[config.mk]
export PLATFORM = sky130hd
export DESIGN_NAME = pong_match_ctrl
export DESIGN_NICKNAME = d
export VERILOG_FILES = /design/src/rtl/pong_match_ctrl.sv
export SDC_FILE = /design/constraint.sdc
export NUM_CORES = 1
export LEC_CHECK = 0
export ABC_AREA = 0
export ABC_CLOCK_PERIOD_IN_PS = 6450
export BUFFER_PORTS_ARGS = -buffer_cell sky130_fd_sc_hd__clkbuf_2
export CAP_MARGIN = 25
export CORE_ASPECT_RATIO = 0.5
export CORE_MARGIN = 8
export CORE_UTILIZATION = 35
export DETAILED_ROUTE_END_ITERATION = 8
export GPL_ROUTABILITY_DRIVEN = 0
export HOLD_SLACK_MARGIN = 0.02
export PLACE_DENSITY = 0.56
export SLEW_MARGIN = 25
export SYNTH_ARGS = -nofsm -noshare
export SYNTH_HDL_FRONTEND = slang
export SYNTH_SLANG_ARGS = --single-unit
[constraint.sdc]
create_clock -name i_Clk -period 6.45 [get_ports i_Clk]
set_input_delay 1.29 -clock i_Clk [delete_from_list [all_inputs] [get_ports i_Clk]]
set_output_delay 1.29 -clock i_Clk [all_outputs]
set_load 0.005 [all_outputs]
[src/rtl/pong_match_ctrl.sv]
// Match sequencer for a Pong game: start-byte handling, timed serve pause,
// per-player BCD scoring and winner detection. All outputs come straight from flops.
module pong_match_ctrl #(
  parameter int          NUM_PLAYERS = 2,
  parameter int          WIN_SCORE   = 9,
  parameter int          SERVE_CLKS  = 25000000,
  parameter logic [7:0]  START_BYTE  = 8'h20
) (
  input  logic                       i_Clk,
  input  logic                       i_Rst_L,
  input  logic                       i_RX_DV,
  input  logic [7:0]                 i_RX_Byte,
  input  logic                       i_Point_Valid,
  input  logic [1:0]                 i_Point_Player,
  output logic [1:0]                 o_State,
  output logic                       o_Game_Active,
  output logic                       o_Ball_Release,
  output logic                       o_Game_Over,
  output logic [1:0]                 o_Winner,
  output logic [NUM_PLAYERS*8-1:0]   o_Score_BCD
);

  localparam int               CNT_W    = $clog2(SERVE_CLKS);
  localparam logic [CNT_W-1:0] CNT_LAST = CNT_W'(SERVE_CLKS - 1);
  localparam logic [7:0]       WIN_BCD  = 8'(((WIN_SCORE / 10) * 16) + (WIN_SCORE % 10));

  typedef enum logic [1:0] {
    IDLE  = 2'd0,
    SERVE = 2'd1,
    PLAY  = 2'd2,
    OVER  = 2'd3
  } state_t;

  // Saturating two-digit BCD increment.
  function automatic logic [7:0] bcd_inc(input logic [7:0] v);
    if (v == 8'h99)
      return v;
    if (v[3:0] == 4'd9)
      return {v[7:4] + 4'd1, 4'd0};
    return {v[7:4], v[3:0] + 4'd1};
  endfunction

  state_t                    state_q, state_d;
  logic [CNT_W-1:0]          count_q, count_d;
  logic [NUM_PLAYERS*8-1:0]  score_q, score_d;
  logic [1:0]                winner_q, winner_d;
  logic                      release_q, release_d;
  logic                      active_q, over_q;
  logic                      start_evt, point_ok;
  logic [7:0]                cur_score, new_score;

  assign start_evt = i_RX_DV && (i_RX_Byte == START_BYTE);
  assign point_ok  = i_Point_Valid && (int'(i_Point_Player) < NUM_PLAYERS);
  assign new_score = bcd_inc(cur_score);

  always_comb begin
    cur_score = 8'h00;
    for (int p = 0; p < NUM_PLAYERS; p++)
      if (i_Point_Player == 2'(p))
        cur_score = score_q[8*p +: 8];
  end

  // A point in PLAY takes priority over a start byte, which is ignored there anyway.
  always_comb begin
    state_d   = state_q;
    count_d   = count_q;
    score_d   = score_q;
    winner_d  = winner_q;
    release_d = 1'b0;
    case (state_q)
      IDLE, OVER: begin
        if (start_evt) begin
          state_d  = SERVE;
          count_d  = '0;
          score_d  = '0;
          winner_d = 2'd0;
        end
      end
      SERVE: begin
        if (count_q == CNT_LAST) begin
          state_d   = PLAY;
          count_d   = '0;
          release_d = 1'b1;
        end else begin
          count_d = count_q + 1'b1;
        end
      end
      PLAY: begin
        if (point_ok) begin
          for (int p = 0; p < NUM_PLAYERS; p++)
            if (i_Point_Player == 2'(p))
              score_d[8*p +: 8] = new_score;
          if (new_score == WIN_BCD) begin
            state_d  = OVER;
            winner_d = i_Point_Player;
          end else begin
            state_d = SERVE;
            count_d = '0;
          end
        end
      end
      default: state_d = IDLE;
    endcase
  end

  always_ff @(posedge i_Clk or negedge i_Rst_L) begin
    if (!i_Rst_L) begin
      state_q   <= IDLE;
      count_q   <= '0;
      score_q   <= '0;
      winner_q  <= 2'd0;
      release_q <= 1'b0;
      active_q  <= 1'b0;
      over_q    <= 1'b0;
    end else begin
      state_q   <= state_d;
      count_q   <= count_d;
      score_q   <= score_d;
      winner_q  <= winner_d;
      release_q <= release_d;
      active_q  <= (state_d == SERVE) || (state_d == PLAY);
      over_q    <= (state_d == OVER);
    end
  end

  assign o_State        = state_q;
  assign o_Game_Active  = active_q;
  assign o_Ball_Release = release_q;
  assign o_Game_Over    = over_q;
  assign o_Winner       = winner_q;
  assign o_Score_BCD    = score_q;

endmodule

After elaboration in Yosys (flattened, before gate mapping):

Index checks and enable logic that the tools add are counted.

* $lt $le $gt $ge: 1
* equal/unequal tests: 18
* mux-type cells: 30
* reductions and logical operators: 11
* $add $sub $neg: 3

Operator list (number)
* two-way mux 25 bit: 4
* case mux 25 bit (3 select lines): 1
* two-way mux 8 bit: 8
* two-way mux 16 bit: 2
* case mux 16 bit (2 select lines): 1
* adder 25 x 1 -> 25 bit (second input constant): 1
* equality test 25 bit (second input constant): 1
* two-way mux 2 bit: 7
* != test 2 bit (second input constant): 6
* AND reduction 4 bit: 3
* adder 4 x 1 -> 4 bit (second input constant): 2
* equality test 2 bit (second input constant): 4
* equality test 8 x 4 -> 1 bit (second input constant): 1
* equality test 8 x 6 -> 1 bit (second input constant): 1
* equality test 8 bit (second input constant): 1
* equality test 2 x 1 -> 1 bit (second input constant): 3
* case mux 2 bit (3 select lines): 1
* two-way mux 1 bit: 5
* equality test 4 bit (second input constant): 1
* logical NOT 2 bit: 2
* case mux 2 bit (2 select lines): 1
* AND reduction 3 bit: 1
* logical AND 1 bit: 2
* less-than comparator 2 bit (second input constant): 1
* 3 further kinds: 3

* bits in registers: 48
* word-level logic and storage cells: 71
* output and inout bits: 23

Longest topological paths before layout:

* depth after elaboration: 14
* gate-level depth with buffers: 14
* mapped depth without buffers: 11

Worst setup path after synthesis:

OpenSTA, ideal clock, no wires.

* kind: input port to flip-flop
* start point: input port i_Point_Player[0]
* end point: register active_q, in the netlist o_Game_Active
* cell stages on the path: 13
* setup time: 0.126 ns
* path buffers: 2
* arrival time: 3.922 ns
* path slack: 2.402 ns
* cell sequence: buf_6 -> buf_2 -> mux2i_1 -> nor2_1 -> inv_1 -> ha_1 -> nand2_1 -> nor4b_4 -> mux2i_1 -> a211o_2 -> or3_1 -> o311ai_0 -> ha_1

* longest elaborated chain between the ends: 14
* elaborated cells on any way between the ends: 24
* those cells by class: add/sub (2); order compare (1); eq/ne (6); mux (12); reduce/logical (3)

RTL lines
* from (decl): line 14 `input logic [1:0] i_Point_Player,`
* parallel branches: the longest is 10 deep, another holds adder 4 x 1 -> 4 bit
* two-way mux 2 bit *: line 89 `if (point_ok) begin`
* case mux 2 bit (3 select lines) *: line 70 `case (state_q)`
* net state_d[1]: line 43 `state_t state_q, state_d;`
* equality test 2 x 1 -> 1 bit / equality test 2 bit (equally long branches): line 121 `active_q <= (state_d == SERVE) || (state_d == PLAY);`
* logical OR 1 bit *: line 121
* to (signal assigned): line 121
* to (decl): line 48 `logic active_q, over_q;`

Mark *: on every way through the listed nets, which the timed path passes. The select of a mux whose other input is x is not followed.
A chain may end at the register's enable or synchronous reset.

Worst setup path after layout:

Ends and elaborated chain as after synthesis.

==> metrics <==
Area Growth Syn to Fin=14.6%; post-route ant nets=0; critical path type=input port to flip-flop; # port buffers=36; # hold bufs at CTS=0; sequential area share after synthesis=0.412; TNS Setup=0 ns; final setup vio count=0; row count=23; Cells after Synth=317; Yosys top cell by area=dfrtp_1; status=finished, final reports clean; Clk Latency, worst-skew pair=0.29 ns; post-CTS setup buffer count=0; initial core utilization=0.363; maxcap violations=0; Post-Syn Area=0.00292 sq mm; TritonCTS clock tree=yes; Final WS setup=1.98 ns; post-DP HPWL=5050 um; Vias=2466; fmax=224 MHz; Total Nets Final=372; CP required=6.62 ns; Rel. slew slack=0.396; overall die width=145 um; commonest non-fill, non-tap cell in the layout=dfrtp_1; Area contributors post-synth=dfrtp_1 (41%), o21ai_0 (5.8%), o31ai_1 (4.1%); most used cell, CP=ha_1; post-cts sizing count=0; antenna cells=0; R2R setup slack=3.08 ns; crit-path cells=clkbuf_2 -> mux2i_1 -> nor2_1 -> ha_1 -> nor2b_1 -> nand3_1 -> a2111oi_0 -> nand4b_1 -> or3_1 -> o311ai_0 -> ha_1; CTS Sinks=48; Worst Max-Slew Pin Slew=0.897 ns; Synth Warn #=0; most frequent cells in the layout=dfrtp_1 (48), clkbuf_2 (36), o21ai_0 (34); Clock Path Buffers=2; root buf cell=clkbuf_16; largest net degree at the start of global routing=49; initial antenna violation count=0; vias in the first global route=2474; Int Pwr=0.559 mW; Comb power frac=0.303; DRC Markers=0; Clock Skew=0.00491 ns; Synth cell types=55; 1st-pass router iterations=4; RSZ-0062 raised after global routing=false; GRT overflow=0; class of the worst hold path=flip-flop to flip-flop; Hold Vio Cnt, Final=0; critical path arrival=4.64 ns; first-pass GRT wire length=11900 um; Slew Limit Fails=0; H-tree Lvls=2; Switching Power=0.297 mW; Final Cycle Share=0.693; Crit-path slowest cell=o311ai_0; switch share=0.347; DRT iter0 DRCs=159; Die Footprint=0.0117 sq mm; Mapped Nets=339; pwr dens=256 mW/mm^2; Die Y-Extent=80.5 um; hold depth=1; CTS clk-pin slew, worst paths=0.06 ns; vias per inst=5.33; Post-synth EDFFs=0; ys flop type=dfrtp_1; maximum VDD drop=0.000121 V; CP Launch Type=input port; share of cells above drive strength 1=0.202; overall routing resource usage=0.123; fraction of registers with async set/reset=1.00; Clk pwr share=0.313; Post-Route WL=7140 um; share of the synthesized area in the top cell type=0.412; DP Worst Slack=1.65 ns; drt wl/cell=15.4 um; Mean Syn Cell Area=9.20 sq um; num ports=37; TritonCTS buffer count=5; LEAKAGE=1.41 nW; Period minus WS final=4.47 ns; worst r2r path cells=10; register bit total from synthesis=48; CP max FO=18; sequential share of power=0.384; core area=0.00803 sq mm; Slowest Stage Delay on Critical Path=0.45 ns; critical path endpoint category=flip-flop
## metal layers
layer,vias to the layer above,global-route usage,part of all wire
met1,1192,0.145,0.46
met5,-,0,0
li1,1229,-,-
met4,0,0.0453,0.015
met3,9,0.0291,0.032
met2,36,0.218,0.49
## state kept, by name (all words and copies together), names as in the netlist
register,flops
count_q,25
o_Ball_Release,1
o_Game_Active,1
o_Game_Over,1
o_Score_BCD,16
o_State,2
o_Winner,2
## through the flow
step,power [mW],utilization,std cells,area (sq um),hold slack (ns)
after global routing,0.912,0.416,463,3340,0.508
after global placement,0.587,0.397,455,3190,0.458
after floorplan,0.522,-,317,2920,0.437
final,0.856,0.416,463,3340,0.487
after CTS,0.869,0.416,463,3340,0.489
after detailed placement,0.593,0.397,455,3190,0.469
## critical path, delay by kind of cell
| kind | cells | cell delay (ns) |
|---|---|---|
| compound gates | 2 | 0.88 |
| simple gates | 5 | 1.34 |
| buf+inv | 1 | 0.39 |
| mux | 1 | 0.19 |
| fa+ha+maj | 2 | 0.54 |
## Yosys cell counts (all sizes together), types with 2 or more instances
cell type / instances
or3: 5
nor2b: 7
nand3b: 3
a211o: 2
buf: 8
a31oi: 8
or2: 3
nand2: 31
and2: 3
o21ai: 41
mux2i: 10
inv: 11
nor3: 5
o211ai: 2
and3: 6
xnor2: 2
nor4: 3
nor2: 25
mux2: 9
clkbuf: 7
a211oi: 2
nand2b: 7
a21oi: 9
o31ai: 18
nor4b: 4
nand3: 14
dfrtp: 48
nand4: 3
ha: 8
## area by class of cell
cell class                 count  area, sq um
fill                         783         4690
clock inverter                 2         13.8
clock buffer                   6          139
sequential                    48         1200
timing repair buffer          41          218
tap                          112          140
inverter                      11         41.3
multi-input combinational    243         1590
## logic make-up after synthesis
family / Yosys count / synth area share
AO/OA/AOI/OAI: 91 / 0.203
XOR/XNOR: 2 / 0.00601
adder cells (fa/ha/maj): 8 / 0.0343
buffers and inverters: 26 / 0.0429
flip-flops: 48 / 0.412
multiplexers: 19 / 0.0747
AND/OR/NAND/NOR: 123 / 0.227
## path summary, 6_finish.rpt
path	from	to
min in group asynchronous	i_Rst_L	count_q[18]
setup reg to reg	o_Score_BCD[4]	o_Game_Active
max in group asynchronous	i_Rst_L	o_Score_BCD[2]
hold reg to reg	count_q[20]	count_q[20]
hold / removal	count_q[20]	count_q[20]
setup / recovery	i_Point_Player[0]	o_Game_Active
## power by group through the flow
| stage | Sequential [mW] | Clock, mW | Combinational, mW |
|---|---|---|---|
| finish | 0.328 | 0.268 | 0.259 |
| global route | 0.330 | 0.291 | 0.290 |
| CTS | 0.328 | 0.279 | 0.262 |
| detailed placement | 0.334 | 0 | 0.259 |
| global placement | 0.334 | 0 | 0.253 |
| floorplan | 0.332 | 0 | 0.191 |
Note: power is estimated with default switching activity, not from simulation.
